==> config.mk <==
export PLATFORM = sky130hd
export DESIGN_NAME = mmio2apb_flat
export DESIGN_NICKNAME = d
export VERILOG_FILES = /design/src/rtl/mmio2apb_if.sv /design/src/rtl/mmio2apb.sv /design/src/flat_wrapper.sv
export SDC_FILE = /design/constraint.sdc
export NUM_CORES = 1
export LEC_CHECK = 0
export BUFFER_PORTS_ARGS = -buffer_cell sky130_fd_sc_hd__buf_2
export CORE_ASPECT_RATIO = 1.1
export CORE_MARGIN = 2
export CORE_UTILIZATION = 49
export CTS_CLUSTER_SIZE = 24
export DETAILED_ROUTE_END_ITERATION = 8
export PLACE_DENSITY = 0.91
export SLEW_MARGIN = 0
export SYNTH_ARGS = -nofsm -noshare
export SYNTH_HDL_FRONTEND = slang
export SYNTH_SLANG_ARGS = --single-unit
==> constraint.sdc <==
create_clock -name pclk_i -period 5.41 [get_ports pclk_i]
set_input_delay 0.2705 -clock pclk_i [delete_from_list [all_inputs] [get_ports pclk_i]]
set_output_delay 0.2705 -clock pclk_i [all_outputs]
set_load 0.02 [all_outputs]
==> src/rtl/mmio2apb_if.sv <==
// MMIO request / APB requester bundle for mmio2apb.
// slave is the bridge view; master is the requester+completer view.
interface mmio2apb_if #(
  parameter int A_WIDTH = 32,
  parameter int D_WIDTH = 32
);
  logic               wr_en_i;
  logic [A_WIDTH-1:0] wr_addr_i;
  logic [D_WIDTH-1:0] wr_data_i;
  logic               rd_en_i;
  logic [A_WIDTH-1:0] rd_addr_i;
  logic               req_ready_o;
  logic [D_WIDTH-1:0] rd_data_o;
  logic               rd_valid_o;
  logic               done_o;
  logic               err_o;
  logic               psel_o;
  logic               penable_o;
  logic               pwrite_o;
  logic [A_WIDTH-1:0] paddr_o;
  logic [D_WIDTH-1:0] pwdata_o;
  logic [D_WIDTH-1:0] prdata_i;
  logic               pready_i;
  logic               pslverr_i;

  modport slave (
    input  wr_en_i, wr_addr_i, wr_data_i,
    input  rd_en_i, rd_addr_i,
    input  prdata_i, pready_i, pslverr_i,
    output req_ready_o, rd_data_o, rd_valid_o,
    output done_o, err_o,
    output psel_o, penable_o, pwrite_o,
    output paddr_o, pwdata_o
  );

  modport master (
    output wr_en_i, wr_addr_i, wr_data_i,
    output rd_en_i, rd_addr_i,
    output prdata_i, pready_i, pslverr_i,
    input  req_ready_o, rd_data_o, rd_valid_o,
    input  done_o, err_o,
    input  psel_o, penable_o, pwrite_o,
    input  paddr_o, pwdata_o
  );
endinterface

==> src/rtl/mmio2apb.sv <==
// MMIO to APB bridge: one transfer at a time,
// writes win over reads, wait-state timeout.
module mmio2apb #(
  parameter int A_WIDTH = 32,
  parameter int D_WIDTH = 32,
  parameter int TIMEOUT = 255
) (
  input  logic       pclk_i,
  input  logic       presetn_i,
  mmio2apb_if.slave  bus
);

  localparam int CW =
    (TIMEOUT < 2) ? 1 : $clog2(TIMEOUT + 1);

  typedef enum logic [1:0] {
    IDLE,
    SETUP,
    ACCESS
  } state_t;

  state_t state, state_nx;

  logic [CW-1:0]      wcnt;
  logic [A_WIDTH-1:0] paddr_q;
  logic [D_WIDTH-1:0] pwdata_q;
  logic [D_WIDTH-1:0] rd_data_q;
  logic pwrite_q;
  logic done_q, err_q, rd_valid_q;
  logic req_ready, psel, penable;
  logic wr_acc, rd_acc, fin, tmo;

  assign wr_acc = (state == IDLE) && bus.wr_en_i;
  assign rd_acc = (state == IDLE) && !bus.wr_en_i
                  && bus.rd_en_i;
  assign fin = (state == ACCESS) && bus.pready_i;

  // Fires on the wait cycle that brings the count to TIMEOUT.
  assign tmo = (state == ACCESS) && !bus.pready_i
               && (TIMEOUT != 0)
               && (int'(wcnt) + 1 >= TIMEOUT);

  always_ff @(posedge pclk_i or negedge presetn_i) begin
    if (!presetn_i) state <= IDLE;
    else            state <= state_nx;
  end

  always_comb begin
    state_nx  = state;
    req_ready = 1'b0;
    psel      = 1'b0;
    penable   = 1'b0;
    unique case (state)
      IDLE: begin
        req_ready = 1'b1;
        if (bus.wr_en_i || bus.rd_en_i)
          state_nx = SETUP;
      end
      SETUP: begin
        psel     = 1'b1;
        state_nx = ACCESS;
      end
      ACCESS: begin
        psel    = 1'b1;
        penable = 1'b1;
        if (fin || tmo) state_nx = IDLE;
      end
      default: state_nx = IDLE;
    endcase
  end

  always_ff @(posedge pclk_i or negedge presetn_i) begin
    if (!presetn_i) begin
      paddr_q    <= '0;
      pwdata_q   <= '0;
      pwrite_q   <= 1'b0;
      rd_data_q  <= '0;
      done_q     <= 1'b0;
      err_q      <= 1'b0;
      rd_valid_q <= 1'b0;
      wcnt       <= '0;
    end else begin
      done_q     <= fin || tmo;
      err_q      <= (fin && bus.pslverr_i) || tmo;
      rd_valid_q <= (fin || tmo) && !pwrite_q;
      if (fin && !pwrite_q)
        rd_data_q <= bus.prdata_i;
      else if (tmo && !pwrite_q)
        rd_data_q <= '0;
      if (wr_acc) begin
        paddr_q  <= bus.wr_addr_i;
        pwdata_q <= bus.wr_data_i;
        pwrite_q <= 1'b1;
      end else if (rd_acc) begin
        paddr_q  <= bus.rd_addr_i;
        pwrite_q <= 1'b0;
      end
      if (wr_acc || rd_acc)
        wcnt <= '0;
      else if (state == ACCESS && !bus.pready_i
               && wcnt != '1)
        wcnt <= wcnt + CW'(1);
    end
  end

  assign bus.req_ready_o = req_ready;
  assign bus.psel_o      = psel;
  assign bus.penable_o   = penable;
  assign bus.pwrite_o    = pwrite_q;
  assign bus.paddr_o     = paddr_q;
  assign bus.pwdata_o    = pwdata_q;
  assign bus.rd_data_o   = rd_data_q;
  assign bus.rd_valid_o  = rd_valid_q;
  assign bus.done_o      = done_q;
  assign bus.err_o       = err_q;

endmodule

==> src/flat_wrapper.sv <==
// flat-port wrapper written by rule: the top's interface ports become plain ports
module mmio2apb_flat 
#(
  parameter int A_WIDTH = 32,
  parameter int D_WIDTH = 32,
  parameter int TIMEOUT = 255
)
  (pclk_i, presetn_i, bus_wr_en_i, bus_wr_addr_i, bus_wr_data_i, bus_rd_en_i, bus_rd_addr_i, bus_prdata_i, bus_pready_i, bus_pslverr_i, bus_req_ready_o, bus_rd_data_o, bus_rd_valid_o, bus_done_o, bus_err_o, bus_psel_o, bus_penable_o, bus_pwrite_o, bus_paddr_o, bus_pwdata_o);
  mmio2apb_if #(.A_WIDTH(A_WIDTH), .D_WIDTH(D_WIDTH)) bus_i ();
  input  logic pclk_i;
  input  logic presetn_i;
  input wire logic [$bits(bus_i.wr_en_i)-1:0] bus_wr_en_i;
  input wire logic [$bits(bus_i.wr_addr_i)-1:0] bus_wr_addr_i;
  input wire logic [$bits(bus_i.wr_data_i)-1:0] bus_wr_data_i;
  input wire logic [$bits(bus_i.rd_en_i)-1:0] bus_rd_en_i;
  input wire logic [$bits(bus_i.rd_addr_i)-1:0] bus_rd_addr_i;
  input wire logic [$bits(bus_i.prdata_i)-1:0] bus_prdata_i;
  input wire logic [$bits(bus_i.pready_i)-1:0] bus_pready_i;
  input wire logic [$bits(bus_i.pslverr_i)-1:0] bus_pslverr_i;
  output wire logic [$bits(bus_i.req_ready_o)-1:0] bus_req_ready_o;
  output wire logic [$bits(bus_i.rd_data_o)-1:0] bus_rd_data_o;
  output wire logic [$bits(bus_i.rd_valid_o)-1:0] bus_rd_valid_o;
  output wire logic [$bits(bus_i.done_o)-1:0] bus_done_o;
  output wire logic [$bits(bus_i.err_o)-1:0] bus_err_o;
  output wire logic [$bits(bus_i.psel_o)-1:0] bus_psel_o;
  output wire logic [$bits(bus_i.penable_o)-1:0] bus_penable_o;
  output wire logic [$bits(bus_i.pwrite_o)-1:0] bus_pwrite_o;
  output wire logic [$bits(bus_i.paddr_o)-1:0] bus_paddr_o;
  output wire logic [$bits(bus_i.pwdata_o)-1:0] bus_pwdata_o;
  assign bus_i.wr_en_i = bus_wr_en_i;
  assign bus_i.wr_addr_i = bus_wr_addr_i;
  assign bus_i.wr_data_i = bus_wr_data_i;
  assign bus_i.rd_en_i = bus_rd_en_i;
  assign bus_i.rd_addr_i = bus_rd_addr_i;
  assign bus_i.prdata_i = bus_prdata_i;
  assign bus_i.pready_i = bus_pready_i;
  assign bus_i.pslverr_i = bus_pslverr_i;
  assign bus_req_ready_o = bus_i.req_ready_o;
  assign bus_rd_data_o = bus_i.rd_data_o;
  assign bus_rd_valid_o = bus_i.rd_valid_o;
  assign bus_done_o = bus_i.done_o;
  assign bus_err_o = bus_i.err_o;
  assign bus_psel_o = bus_i.psel_o;
  assign bus_penable_o = bus_i.penable_o;
  assign bus_pwrite_o = bus_i.pwrite_o;
  assign bus_paddr_o = bus_i.paddr_o;
  assign bus_pwdata_o = bus_i.pwdata_o;
  mmio2apb #(.A_WIDTH(A_WIDTH), .D_WIDTH(D_WIDTH), .TIMEOUT(TIMEOUT)) u_core (.pclk_i(pclk_i), .presetn_i(presetn_i), .bus(bus_i));
endmodule
==> results.toml <==
[floorplanning]
io_pins = 237
die_w_microns = 97.86
die_y_microns = 107.2
num_rows = 37
design.die.area_sq_um = 10500
core_area_sq_um = 9398
start_util_pct = 50.53

[placed_design]
place_inst = 735
portBuffers = 236
hpwl_mm = 9.009
gp_congestion = 0.8249

[routing]
drt_first_pass_iters = 4
drc = 0
ant_nets = 0
drt_iter0_drc = 146
wl_mm = 11.79
viasPerCell = 5.336
wire_per_inst_microns = 15.68
dr_total_vias = 4013

[timing]
setup_tns_ns = 0
hold_viol = 0
timing.fmax_mhz = 405.2
post-route-period-util_pct = 45.62
period_needed_ns = 2.468
finalClockSkew_ns = 0.01856
drv_slew = 0
finalSetupViolations = 0
rsz0062_at_grt = "no"
slew_headroom_pct = 19.41
tightest_slew_ns = 1.208

[worst_setup_path]
slowest_delay_ns = 0.78
cp_top_family = "compound AO/OA/AOI/OAI gates"
worstSetupStartpointType = "register"
setup.worst_path.end_class = "register"
worstSetupPathType = "register to register"
worstPathArrival_ns = 2.75
cp_num_buf_inv = 0
crit_path_max_fanout = 33
worstPathRequired_ns = 5.70
cp_slowest_cell = "a41oi_4"
cp_cell_sequence = "ha_1 > and3_1 > a21oi_1 > nor2_1 > a41oi_4 > a22o_1"

[logic_synthesis]
yosysTopAreaCellShare_pct = 57.97
yosysTopAreaCell = "dfrtp_1"
synth_warnings = 0
syn_inst = 407
syn_area_per_cell_sq_um = 11.67
synth_nets = 546
ys_seq_elements = 110
yosysSeqAreaShare_pct = 57.97
ys_top_cells_by_area = "dfrtp_1 (58%), mux2_2 (7.6%), a22o_1 (5.9%)"
synth.distinct_cells = 36
netlist_area_sq_um = 4748

[power_and_ir_drop]
ir_worst_vdd_v = 0.0002745
cellLeakagePower_uw = 0.003236
power.density_nw_per_um2 = 553.4

[finish]
antenna_cells = 0
multi_input_area_sq_um = 1847
nNetsFinal = 769
final_common_cell = "buf_2"
regArea_sq_um = 2753
layout_common_cells = "buf_2 (235), dfrtp_1 (110), nand2_1 (41), a21oi_1 (37), o21ai_0 (35)"
nFillCells = 761
utilization_pct = 65.76
layout.cells.non_filler = 752
area_growth_pct = 30.14
layout-drive-gt1-share_pct = 46.14

[global_route]
grt_pass1_wl_mm = 18.80
grt_antenna_before_repair = 0
overflow = 0
grt_max_degree = 71
grt_util_all_layers_pct = 22.20
grt_pass1_vias = 4011

[clocking]
clkSinkCount = 110
clk_pin_slew_ns = 0.11
cts_buffers = 9
htreeDepth = 3
cts_tree = "yes"
clock-root-buffer = "clkbuf_8"
clockBufferDepth = 2
post_cts_buffers = 0
worstSkewPairLatency_ns = 0.36

[run_status]
status = "finished clean"

[flow_run]
cap_violations = 0

[hold_path]
hold_class = "primary input to register"
-- metrics by stage --
stage	cell area [sq um]	total power [uW]	setup slack, ns	hold WS, ns
final	6180	3420	2.942	0.1160
after floorplan	4748	2385	3.364	-0.02509
after global routing	6180	3637	2.727	0.09769
after global placement	5974	2905	3.084	0.2674
after detailed placement	5974	2980	2.972	0.2729
after CTS	6180	3447	2.957	0.1022
-- synth_stat cells --
cell,n
dfrtp_1,110
nand2_1,41
a21oi_1,37
o21ai_0,35
a22o_1,32
and3b_1,32
mux2_2,32
clkbuf_1,19
nor2_1,13
inv_1,7
xnor2_1,6
ha_1,5
nand3_1,5
buf_1,4
buf_6,3
nor3_1,3
and3_1,2
o21ai_1,2
xor2_1,2
a2111oi_1,1
a211o_1,1
a211oi_1,1
a211oi_4,1
a41oi_4,1
and4_1,1
buf_2,1
inv_2,1
nand3_2,1
nand4_1,1
nor4_1,1
o22ai_2,1
o311a_1,1
o311ai_0,1
or2b_1,1
or3_1,1
or3_4,1
-- worst paths after layout --
path | start | end | slack, ns | cells past startpoint
worst max-delay path | u_core.wcnt[0] | u_core.bus.rd_data_o[23] | 2.94 | 6
worst min-delay path | bus_prdata_i[20] | u_core.bus.rd_data_o[20] | 0.12 | 2
worst max register to register | u_core.wcnt[0] | u_core.bus.rd_data_o[23] | 2.94 | 6
worst min register to register | u_core.bus.paddr_o[13] | u_core.bus.paddr_o[13] | 0.48 | 2
max in group asynchronous | presetn_i | u_core.bus.pwdata_o[21] | 3.77 | 3
min in group asynchronous | presetn_i | u_core.wcnt[2] | 0.41 | 2
-- report_power, final --
part | switching, uW | internal, uW
Sequential | 204 | 1190
Combinational | 974 | 591
Clock | 284 | 182
Total | 1460 | 1960
-- layout make-up --
type	instances	area share, %
inverters	8	0.4859
repair buffers	239	19.56
well taps	117	2.369
clock inverters	6	1.093
clock buffers	10	2.065
multi-input cells	262	29.88
flip-flops and latches	110	44.54
-- kinds of logic after synthesis --
kind of cell,count (synthesis),share of synthesized area [%]
compound gates,114,15.92
flops,110,57.97
simple gates,103,12.46
buf+inv,35,3.267
mux,32,7.589
xor+xnor,8,1.476
fa+ha+maj,5,1.318
-- registers in the layout, indices dropped and copies added (netlist names), 2 cells and up --
| register | count |
|---|---|
| u_core.wcnt | 8 |
| u_core.bus.rd_data_o | 32 |
| u_core.bus.pwdata_o | 32 |
| u_core.state | 2 |
| u_core.bus.paddr_o | 32 |
-- per-layer routing --
| metal | up-vias | global-route usage (%) | part of all wire (%) |
|---|---|---|---|
| met4 | 0 | 7.837 | 2.6 |
| met2 | 195 | 40.02 | 53 |
| li1 | 1897 | - | - |
| met5 | - | 0 | 0 |
| met1 | 1890 | 26.44 | 38 |
| met3 | 31 | 4.368 | 7.0 |
-- what timing repair did --
item	CTS	global route
resized for setup	0	0
endpoints found under the hold margin	40	0
hold buffers	1	0
No activity file was read; power rests on OpenSTA's default activity.
